## config.mk

```make
export PLATFORM = sky130hd
export DESIGN_NAME = sram_word_sequencer
export DESIGN_NICKNAME = d
export VERILOG_FILES = /design/src/rtl/sram_word_sequencer.sv
export SDC_FILE = /design/constraint.sdc
export NUM_CORES = 1
export LEC_CHECK = 0
export CAP_MARGIN = 10
export CELL_PAD_IN_SITES_DETAIL_PLACEMENT = 1
export CELL_PAD_IN_SITES_GLOBAL_PLACEMENT = 1
export CORE_MARGIN = 5
export CORE_UTILIZATION = 28
export DETAILED_ROUTE_END_ITERATION = 12
export GPL_ROUTABILITY_DRIVEN = 1
export PLACE_DENSITY_LB_ADDON = 0.12
export SLEW_MARGIN = 20
export SYNTH_ARGS = -nofsm -noshare
export SYNTH_HDL_FRONTEND = slang
export SYNTH_SLANG_ARGS = --single-unit
```

## constraint.sdc

```tcl
create_clock -name clk -period 1.65 [get_ports clk]
set_input_delay 0.495 -clock clk [delete_from_list [all_inputs] [get_ports clk]]
set_output_delay 0.495 -clock clk [all_outputs]
set_load 0.02 [all_outputs]
```

## src/rtl/sram_word_sequencer.sv

```systemverilog
// Single-port access sequencer for the word-cell array: one request at a time,
// one-hot wordline strobe framed by setup/recover cycles, registered read capture.
module sram_word_sequencer #(
  parameter int WORDS  = 4,
  parameter int WIDTH  = 8,
  parameter int ADDR_W = 2
) (
  input  logic              clk,
  input  logic              rst_n,
  input  logic              req_valid,
  output logic              req_ready,
  input  logic              req_rw,
  input  logic [ADDR_W-1:0] req_addr,
  input  logic [WIDTH-1:0]  req_wdata,
  output logic              rsp_valid,
  output logic [WIDTH-1:0]  rsp_rdata,
  output logic              rsp_err,
  output logic [WORDS-1:0]  word_lines,
  output logic              rw,
  output logic [WIDTH-1:0]  word,
  output logic [WIDTH-1:0]  bit_lines_seed,
  input  logic [WIDTH-1:0]  bit_lines_out
);

  typedef enum logic [1:0] {
    IDLE    = 2'd0,
    SETUP   = 2'd1,
    STROBE  = 2'd2,
    RECOVER = 2'd3
  } seqState_t;

  seqState_t         state;
  logic [ADDR_W-1:0] addrLatch;
  logic [WORDS-1:0]  addrDecode;
  logic              addrInRange;

  // Out-of-range addresses decode to all-zero, so no wordline ever fires for them.
  genvar gi;
  generate
    for (gi = 0; gi < WORDS; gi++) begin : gen_decode
      assign addrDecode[gi] = (addrLatch == ADDR_W'(gi));
    end
  endgenerate

  assign addrInRange    = (32'(addrLatch) < 32'(WORDS));
  assign bit_lines_seed = '0;

  // rw and word are loaded at accept and cleared on the RECOVER->IDLE edge only,
  // so they are stable on both wordline edges.
  always_ff @(posedge clk or negedge rst_n) begin
    if (!rst_n) begin
      state      <= IDLE;
      addrLatch  <= '0;
      req_ready  <= 1'b1;
      word_lines <= '0;
      rw         <= 1'b0;
      word       <= '0;
      rsp_valid  <= 1'b0;
      rsp_rdata  <= '0;
      rsp_err    <= 1'b0;
    end else begin
      case (state)
        IDLE: begin
          if (req_valid && req_ready) begin
            addrLatch <= req_addr;
            rw        <= req_rw;
            word      <= req_rw ? req_wdata : '0;
            req_ready <= 1'b0;
            state     <= SETUP;
          end
        end
        SETUP: begin
          word_lines <= addrDecode;
          state      <= STROBE;
        end
        STROBE: begin
          word_lines <= '0;
          if (!rw) begin
            rsp_rdata <= addrInRange ? bit_lines_out : '0;
          end
          rsp_valid <= !rw || !addrInRange;
          rsp_err   <= !addrInRange;
          state     <= RECOVER;
        end
        RECOVER: begin
          rsp_valid <= 1'b0;
          rsp_err   <= 1'b0;
          rw        <= 1'b0;
          word      <= '0;
          req_ready <= 1'b1;
          state     <= IDLE;
        end
        default: begin
          state <= IDLE;
        end
      endcase
    end
  end

endmodule
```

* Yosys cells after proc, flatten, opt, wreduce, memory -nomap -nowiden *
Index checks and enable logic that the tools add are counted.

word-level totals
  flip-flop bits (word level) = 27
  bits of input ports = 22
  output and inout port bits = 32

operators by class
  eq/ne operators = 7
  multiplexer cells = 11
  bitwise gates (word level) = 1
  reduce and logical (&&, ||, !) cells = 10

operator list
  operator              count
  $mux W8               2
  $pmux W8 S2           1
  $eq A2 B2 Y1 const B  4
  $pmux W2 S4           1
  $pmux W4 S2           1
  $pmux W1 S2           3
  $reduce_and A2 Y1     3
  $reduce_bool A2 Y1    3
  $eq A2 B1 Y1 const B  2
  $logic_not A2 Y1      2
  $mux W1               2
  $mux W2               1
  $ne A2 B2 Y1 const B  1
  $logic_and A1 B1 Y1   1
  $logic_not A1 Y1      1
  $not A1 Y1            1

* Longest topological paths before layout *
  word-level depth = 3
  mapped depth = 6

* Worst setup path after synthesis *
No wires, ideal clock.

  path kind = register to register
  start point = register state[0]
  end point = register word[4]
  arrival = 1424 ps
  slack = 101 ps
  cell stages (with the launch flop) = 7
  period minus slack after synthesis = 1549 ps
  cell sequence = dfrtp_1 inv_1 ha_1 buf_2 nand3_2 o21ai_4 mux2_4

on the way
  longest elaborated chain between the ends = 3

RTL lines
  element                                                              RTL line  text
  start: declaration                                                   32        seqState_t state;
  start signal: assignment                                             52        state <= IDLE;
  start signal: assignment                                             69        state <= SETUP;
  start signal: assignment                                             74        state <= STROBE;
  $eq A2 B2 Y1 or $logic_not A2 Y1 (tied branches)                     62        case (state)
  $reduce_bool A2 Y1 (no source line) or $ne A2 B2 Y1 (tied branches)  n/a
  $reduce_and A2 Y1 (no source line)                                   n/a
  end signal: assignment                                               67        word <= req_rw ? req_wdata : '0;
  end: declaration                                                     20        output logic [WIDTH-1:0] word,

Parallel ways exist; a longest one is shown, timed or not.
A chain may end at the register's enable or synchronous reset.

* Final worst setup path *
  start point = register state[0]
  end point = register rsp_rdata[6]

on the way
  longest elaborated chain between the ends = 2

RTL lines
  element                             RTL line  text
  $eq A2 B2 Y1                        62
  $reduce_and A2 Y1 (no source line)  n/a
  end signal: assignment              79        rsp_rdata <= addrInRange ? bit_lines_out : '0;
  end: declaration                    16        output logic [WIDTH-1:0] rsp_rdata,

No other way between the ends.

==> flow_summary.yaml <==
synth:
  synth_edf_count: 0
  synthArstFlopShare: 1.00
  ys_types: 25
  syn_inst: 111
  avgSynthCellArea_um2: 11.6
  synth_top_area_cell: "dfrtp_1"
  synth_flop_cell: "dfrtp_1"
  ys_seq_elements: 27
  synth_common_cells: "dfrtp_1 (26), inv_1 (15), mux2_2 (11)"
  yosysWarnings: 0
  synth_area_leaders: "dfrtp_1 (50%), mux2_2 (9.6%), mux2i_1 (6.2%)"
  netlist_area_mm2: 0.00129
  synth.most_common_cell: "dfrtp_1"
  ys_seq_area_frac: 0.525
  synth_top_area_frac: 0.505
sta:
  setup-violations-final: 0
  finalCriticalPeriod_ns: 1.55
  grt_setup_unrepaired: "false"
  maxSlewViolCount: 0
  hold_viol: 0
  fin_setup_tns_ns: 0
  finalCritPeriodShare: 0.938
  clock_skew_ns: 0.00516
  fmax_ghz: 0.646
drt:
  first_pass_iters: 2
  wl_um: 3110
  drc_errors: 0
  wl_per_cell_um: 14.1
  vias_per_cell: 4.40
  antenna_left: 0
  num_vias: 967
  drt_iter0_drc: 17
placement:
  place.gp.congestion: 0.746
  dpl.hpwl_um: 2480
  detailed_place.area_mm2: 0.00185
  io_buffers: 44
cells_and_area:
  seq_area_um2: 677
  postLayoutCoreUtil: 0.423
  fillers: 497
  design_area_mm2: 0.00187
  synthToLayoutAreaGrowth_pct: 45.0
  final_layout_size_suffix_gt1_frac: 0.220
  diodes: 0
  nets: 197
  multiInputGateArea_um2: 509
worst_setup_path:
  worstRegToRegCells: 5
  crit_type: "flop to flop"
  cp_max_fo: 8
  r2r_end: "rsp_rdata[6]"
  end_kind: "flop"
  reg2reg_from: "state[0]"
  startpoint: "state[0]"
  cp-start-kind: "flop"
  crit_path_end: "rsp_rdata[6]"
  crit_required_ns: 1.81
  worst_ep_arrival_time_ns: 1.71
  rrSetupSlack_ns: 0.10
cts:
  cts_buffer_depth: 2
  clockRootBuffer: "clkbuf_8"
  path_clk_slew_ns: 0.09
  worstSkewPairLatency_ns: 0.27
  htreeDepth: 1
  cts_tree: "done"
  ctsHoldBuffers: 0
  cts.sinks: 27
  cts_inserted_buffers: 3
power_and_ir_drop:
  power_uw: 1190
  leakage_uw: 0.000957
  p_per_area_mw_per_mm2: 637
  vdd_drop_max_uv: 341
die:
  io_pins: 54
  die_area_mm2: 0.00606
  dieWidth_um: 77.8
  rows: 24
  initial_utilization: 0.292
  die_y_um: 77.8
  core-area_mm2: 0.00441
min_path:
  hold_class: "flop to flop"
  hold_depth: 1
grt:
  grtUsageTotal: 0.108
  grt_max_degree: 28
  antenna_found_initial: 0
  grt_pass1_vias: 1109
  grt.overflow.total: 0
  grt_pass1_wl_um: 5360
job:
  maxCapViolations: 0
status:
  outcome: "complete, no violations"
report_power, final:
part | internal [uW] | switching [uW]
clock | 169 | 215
sequential | 670 | 4.21
combinational | 65.3 | 66.6
registers in the layout (all words and copies together) (netlist names):
| signal | flops |
|---|---|
| addrLatch | 2 |
| req_ready | 1 |
| rsp_rdata | 8 |
| rsp_valid | 1 |
| rw | 1 |
| state | 2 |
| word | 8 |
| word_lines | 4 |
layout make-up:
class | instances | area share
tap | 52 | 0.0348
timing repair buffer | 56 | 0.273
clock inverter | 1 | 0.00268
inverter | 16 | 0.0322
sequential | 27 | 0.362
clock buffer | 3 | 0.0221
multi-input combinational | 65 | 0.273
critical path, stage by stage, from the launching register on:
cell and delay (ns):
dfrtp_1 0.42, inv_2 0.11, ha_2 0.21, nor2b_1 0.17, buf_4 0.19, mux2_2 0.34
per-stage QoR:
step / std cells / setup slack [ns] / hold WS, ns
2_1_floorplan: 119 / 0.101 / 0.199
3_3_place_gp: 216 / -0.0717 / 0.487
3_5_place_dp: 216 / -0.150 / 0.505
4_1_cts: 220 / 0.0102 / 0.523
5_1_grt: 220 / 0.00653 / 0.533
6_report: 220 / 0.103 / 0.514
layer usage:
metal,vias to the layer above,wire length (um),share of wire,global-route usage
met2,32,1620,0.52,0.194
met4,0,20,0.0064,0.0258
met3,2,219,0.070,0.0313
met1,471,1250,0.40,0.126
met5,-,0,0,0
li1,462,-,-,-
logic make-up (layout without fill, tap and decap cells):
logic type,count (synthesis),after routing,synth area share
DFF,27,27,0.525
buffers and inverters,27,76,0.107
muxes,20,20,0.170
and+or+nand+nor,19,19,0.0728
AOI/OAI and AO/OA,11,11,0.0641
adders and majority gates,6,6,0.0583
other,1,9,0.00291
how the worst min path moves through the flow:
stage	startpoint	end	slack, ns
floorplan	rst_n	addrLatch[0]	0.20
global placement	rsp_rdata[0]	rsp_rdata[0]	0.49
detailed placement	rsp_rdata[2]	rsp_rdata[2]	0.50
CTS	rsp_rdata[2]	rsp_rdata[2]	0.52
global route	rsp_rdata[6]	rsp_rdata[6]	0.53
finish	rsp_rdata[2]	rsp_rdata[2]	0.51
what timing repair did:
item,in CTS,in global routing
setup buffers,0,0
endpoints found under the setup margin,24,15
resized for setup,25,3
layout by cell type (no fill, tap or decap), types with 3 or more instances in the layout:
cell / Yosys / final
nand2_1: 9 / 9
dfrtp_1: 26 / 26
buf_4: 9 / 11
conb_1: 1 / 9
clkbuf_8: 0 / 3
ha_1: 6 / 4
clkdlybuf4s50_1: 0 / 21
a21oi_1: 3 / 3
mux2_2: 11 / 11
inv_1: 15 / 14
mux2i_1: 8 / 8
dlygate4sd2_1: 0 / 22
Note: power is estimated with default switching activity, not from simulation.
